`src/rtl/demux_1to4_buf.sv`:
```
// rtl/demux_1to4_buf.sv - 1-to-4 stream demultiplexer with one-entry holding register per channel (optional macro DEMUX_STATS_EN)
module demux_1to4_buf #(
    parameter int WIDTH     = 27,
    parameter int CNT_WIDTH = 8
) (
    input  logic             clk,
    input  logic             rst,
    input  logic [WIDTH-1:0] in_data,
    input  logic [1:0]       select,
    input  logic             in_valid,
    output logic             in_ready,
    output logic [WIDTH-1:0] out_data0,
    output logic [WIDTH-1:0] out_data1,
    output logic [WIDTH-1:0] out_data2,
    output logic [WIDTH-1:0] out_data3,
    output logic             out_valid0,
    output logic             out_valid1,
    output logic             out_valid2,
    output logic             out_valid3,
`ifdef DEMUX_STATS_EN
    input  logic                 cnt_clr,
    output logic [CNT_WIDTH-1:0] cnt0,
    output logic [CNT_WIDTH-1:0] cnt1,
    output logic [CNT_WIDTH-1:0] cnt2,
    output logic [CNT_WIDTH-1:0] cnt3,
`endif
    input  logic             out_ready0,
    input  logic             out_ready1,
    input  logic             out_ready2,
    input  logic             out_ready3
);

    typedef enum logic {
        EMPTY = 1'b0,
        FULL  = 1'b1
    } ch_state_e;

    ch_state_e        state_q [4];
    ch_state_e        state_d [4];
    logic [WIDTH-1:0] data_q  [4];
    logic [3:0]       ready_vec;
    logic [3:0]       valid_vec;
    logic [3:0]       load;
    logic [3:0]       drain;

    assign ready_vec = {out_ready3, out_ready2, out_ready1, out_ready0};

    // Channel occupancy flags derived from the per-channel state
    always_comb begin
        valid_vec = '0;
        for (int n = 0; n < 4; n++) begin
            valid_vec[n] = (state_q[n] == FULL);
        end
    end

    // Only the selected channel can push back on the producer
    assign in_ready = !valid_vec[select] || ready_vec[select];

    // Next-state: a refill wins over a drain so a streaming channel stays FULL
    always_comb begin
        load  = '0;
        drain = valid_vec & ready_vec;
        if (in_valid && in_ready) begin
            load[select] = 1'b1;
        end
        for (int n = 0; n < 4; n++) begin
            state_d[n] = state_q[n];
            if (load[n]) begin
                state_d[n] = FULL;
            end else if (drain[n]) begin
                state_d[n] = EMPTY;
            end
        end
    end

    // State register; reset discards anything held
    always_ff @(posedge clk) begin
        for (int n = 0; n < 4; n++) begin
            if (rst) begin
                state_q[n] <= EMPTY;
            end else begin
                state_q[n] <= state_d[n];
            end
        end
    end

    // Payload registers capture only on a load and otherwise hold
    always_ff @(posedge clk) begin
        for (int n = 0; n < 4; n++) begin
            if (rst) begin
                data_q[n] <= '0;
            end else if (load[n]) begin
                data_q[n] <= in_data;
            end
        end
    end

    assign out_data0  = data_q[0];
    assign out_data1  = data_q[1];
    assign out_data2  = data_q[2];
    assign out_data3  = data_q[3];
    assign out_valid0 = valid_vec[0];
    assign out_valid1 = valid_vec[1];
    assign out_valid2 = valid_vec[2];
    assign out_valid3 = valid_vec[3];

`ifdef DEMUX_STATS_EN
    logic [CNT_WIDTH-1:0] cnt_q [4];

    // Per-channel output transfer counters; clear beats increment, wrap naturally
    always_ff @(posedge clk) begin
        for (int n = 0; n < 4; n++) begin
            if (rst || cnt_clr) begin
                cnt_q[n] <= '0;
            end else if (drain[n]) begin
                cnt_q[n] <= cnt_q[n] + {{(CNT_WIDTH-1){1'b0}}, 1'b1};
            end
        end
    end

    assign cnt0 = cnt_q[0];
    assign cnt1 = cnt_q[1];
    assign cnt2 = cnt_q[2];
    assign cnt3 = cnt_q[3];
`endif

endmodule
```
`config.mk`:
```
export PLATFORM = sky130hd
export DESIGN_NAME = demux_1to4_buf
export DESIGN_NICKNAME = d
export VERILOG_FILES = /design/src/rtl/demux_1to4_buf.sv
export SDC_FILE = /design/constraint.sdc
export NUM_CORES = 1
export LEC_CHECK = 0
export ABC_AREA = 1
export CORE_MARGIN = 5
export CORE_UTILIZATION = 40
export DETAILED_ROUTE_END_ITERATION = 12
export PLACE_DENSITY = 0.74
export REMOVE_ABC_BUFFERS = 1
export SYNTH_ARGS = -nofsm -noshare
export SYNTH_HDL_FRONTEND = slang
export SYNTH_SLANG_ARGS = --single-unit
```
`constraint.sdc`:
```
create_clock -name clk -period 2 [get_ports clk]
set_input_delay 0.3 -clock clk [delete_from_list [all_inputs] [get_ports clk]]
set_output_delay 0.3 -clock clk [all_outputs]
set_load 0.02 [all_outputs]
```
==> flow_summary_export.csv <==
group,metric,value,unit
run_status,status,"finished clean",
sta,fin_ws,0.1801,ns
yosys,yosysTopAreaCellShare,76.55,%
cts,root_buffer,"clkbuf_8",
sta,finalCritPeriodShare,90.99,%
worst_setup_path,end_kind,"flop",
placed_design,hpwl,7.954,mm
route,route.vias.total,2808,
final_layout,ff_latch_area,0.003323,mm2
sta,setup_violations,0,
sta,final_hold_viol_count,0,
final_layout,drive_gt1_share,10.63,%
worst_setup_path,worstPathCellList,"clkdlybuf4s50_1 -> buf_4 -> nand2_1 -> nand2_1 -> nand2_1 -> nand2_2 -> nand2_8 -> buf_12 -> nand3_1 -> nand2_1 -> buf_4",
min_path,hp-class,"flop to flop",
placed_design,io_buffers,148,
yosys,syn_area_per_cell,13.94,um2
worst_setup_path,crit_family,"buffers and inverters",
sta,slew_violations,0,
cts,cts_hold_buf,0,
sta,period_needed,1.820,ns
yosys,synth_fa_ha_area_share,0,%
grt,track_usage,16.63,%
final_layout,most-common-layout-cells,"clkdlybuf4s50_1, nor2_1, edfxtp_1",
yosys,synth_area_leader_cell,"edfxtp_1",
cts,insertion_delay,0.36,ns
yosys,yosysWarnings,0,
yosys,syn_inst,304,
yosys,synthSimpleGateAreaFrac,16.33,%
grt,grt_pass1_wl,16.29,mm
yosys,synthDistinctLibCells,15,
job,maxCapViolCount,0,
worst_setup_path,required,2.06,ns
route,firstDrtPassIters,4,
final_layout,area_delta_synth_final,48.88,%
cts,cts_tree,"built",
grt,antenna_found_initial,0,
floorplan,initial_core_util,41.04,%
floorplan,fp.dieW,112.9,um
worst_setup_path,crit_arrival,1.88,ns
worst_setup_path,path_class,"input port to flop",
pwr,vdd_drop_max,0.3432,mV
cts,clk_pin_slew,0.10,ns
sta,relSlewSlack,74.02,%
placed_design,pre_cts_ws,-0.2781,ns
yosys,netlist_area,0.004237,mm2
floorplan,die_y,112.9,um
yosys,synth-seq-cells,112,
route,wire_per_inst,17.07,um
floorplan,io_pins,149,
yosys,synthXorXnorAreaFrac,0,%
sta,worst_pin_slew,0.3885,ns
floorplan,num_rows,37,
final_layout,diodes,0,
route,viasPerCell,4.558,
yosys,yosys-top-cells-area,"edfxtp_1, nor2_1, inv_1",
final_layout,nNetsFinal,512,
yosys,muxShareOfSynthArea,0,%
route,drt_wl_total,10.52,mm
pwr,power_per_cell_area,727.7,mW/mm2
pwr,p_leak,0.002546,uW
sta,finClkSkew,0.007520,ns
worst_setup_path,cp_slowest_cell,"clkdlybuf4s50_1",
worst_setup_path,path_max_fanout,10,
final_layout,stdcell_area,0.006307,mm2
placed_design,dpl_cell_area,0.006143,mm2
worst_setup_path,critPathBufInv,4,
cts,clock_path_buffers,2,
grt,grt_max_degree,28,
grt,grt-ovfl-total,0,
cts,htreeDepth,3,
cts,cts_buffers,9,
worst_setup_path,start_kind,"input port",
worst_setup_path,cp_common_cell,"nand2_1",
final_layout,n_fill_cell,823,
worst_setup_path,max_stage_delay,0.43,ns
grt,grt_pass1_vias,3031,
sta,fmax,549.5,MHz
route,ant_nets,0,
yosys,synth_compound_area_share,0,%
sta,rsz0062_at_grt,"no",
cts,numClockSinks,112,
floorplan,core_area,0.01032,mm2
final_layout,final_common_cell,"clkdlybuf4s50_1",
final_layout,multi_input_area,691.9,um2
route,remaining_drc_errors,0,
placed_design,globalplace.congestion,0.7733,
route,drt-initial-drc-count,101,
yosys,synth_top_family_by_area,"simple AND/OR/NAND/NOR gates",
floorplan,dieArea,0.01275,mm2
yosys,yosysSeqAreaShare,78.44,%
==> worst min-delay path, cell delays in order, from the launching register on <==
cell and delay (ns):
dfxtp_1 0.35, nand2_1 0.07, nand2_1 0.04
==> flip-flops by register name, summed over array words and instances (netlist names) <==
signal   flops
data_q     108
state_q      4
==> path summary, 6_finish.rpt <==
path / slack [ns] / from / end / cells past startpoint
setup reg to reg: 0.37 / state_q[1] / data_q[1][4] / 9
hold / removal: 0.49 / state_q[0] / state_q[0] / 2
setup / recovery: 0.18 / select[0] / data_q[1][4] / 11
hold reg to reg: 0.49 / state_q[0] / state_q[0] / 2
==> timing repair <==
action,4_1_cts,5_1_grt
setup endpoints to repair,1,1
buffers inserted,0,0
resized for setup,2,2
gates cloned,0,0
==> per-layer routing <==
metal | wire [um] | GRT usage [%]
met3 | 882 | 5.936
met4 | 238 | 6.090
met5 | 0 | 0
met1 | 4180 | 19.14
met2 | 5215 | 28.59
==> cell type report <==
cell class | count | area share, %
Tap cell | 136 | 2.698
Inverter | 31 | 1.845
Clock buffer | 9 | 1.964
Clock inverter | 6 | 0.7340
Multi-Input combinational cell | 151 | 10.97
Timing Repair Buffer | 171 | 29.10
Sequential cell | 112 | 52.69
==> cells by family (layout without fill, tap and decap cells) <==
group / count (synthesis) / in the layout
flip-flops: 112 / 112
AND/OR/NAND/NOR: 151 / 151
buffers and inverters: 41 / 217
==> metrics by stage <==
| step | total power, uW | utilization, % | TNS, ns | hold slack, ns | cells |
|---|---|---|---|---|---|
| floorplan | 3039 | - | 0 | 0.4507 | 294 |
| global placement | 3446 | 59.51 | -17.42 | 0.4791 | 601 |
| detailed placement | 3461 | 59.51 | -40.72 | 0.4716 | 601 |
| CTS | 4642 | 61.13 | 0 | 0.4888 | 616 |
| global route | 4777 | 61.10 | 0 | 0.5136 | 616 |
| finish | 4590 | 61.10 | 0 | 0.4928 | 616 |
==> cell usage after synthesis <==
cell type    n
nor2_1     111
nand3b_1     2
nor2_2       1
dfxtp_1      4
nand4_4      4
nor2_4       2
nand3_1      7
nand2_2      2
nand2_8      1
buf_6        8
inv_1       29
inv_2        2
buf_4        2
edfxtp_1   108
nand2_1     21
==> power breakdown <==
group          internal [uW]  switching [uW]
registers               2680            37.5
logic                    315             362
clock network            456             739
total                   3450            1140
Power figures use the tool's default switching activity.
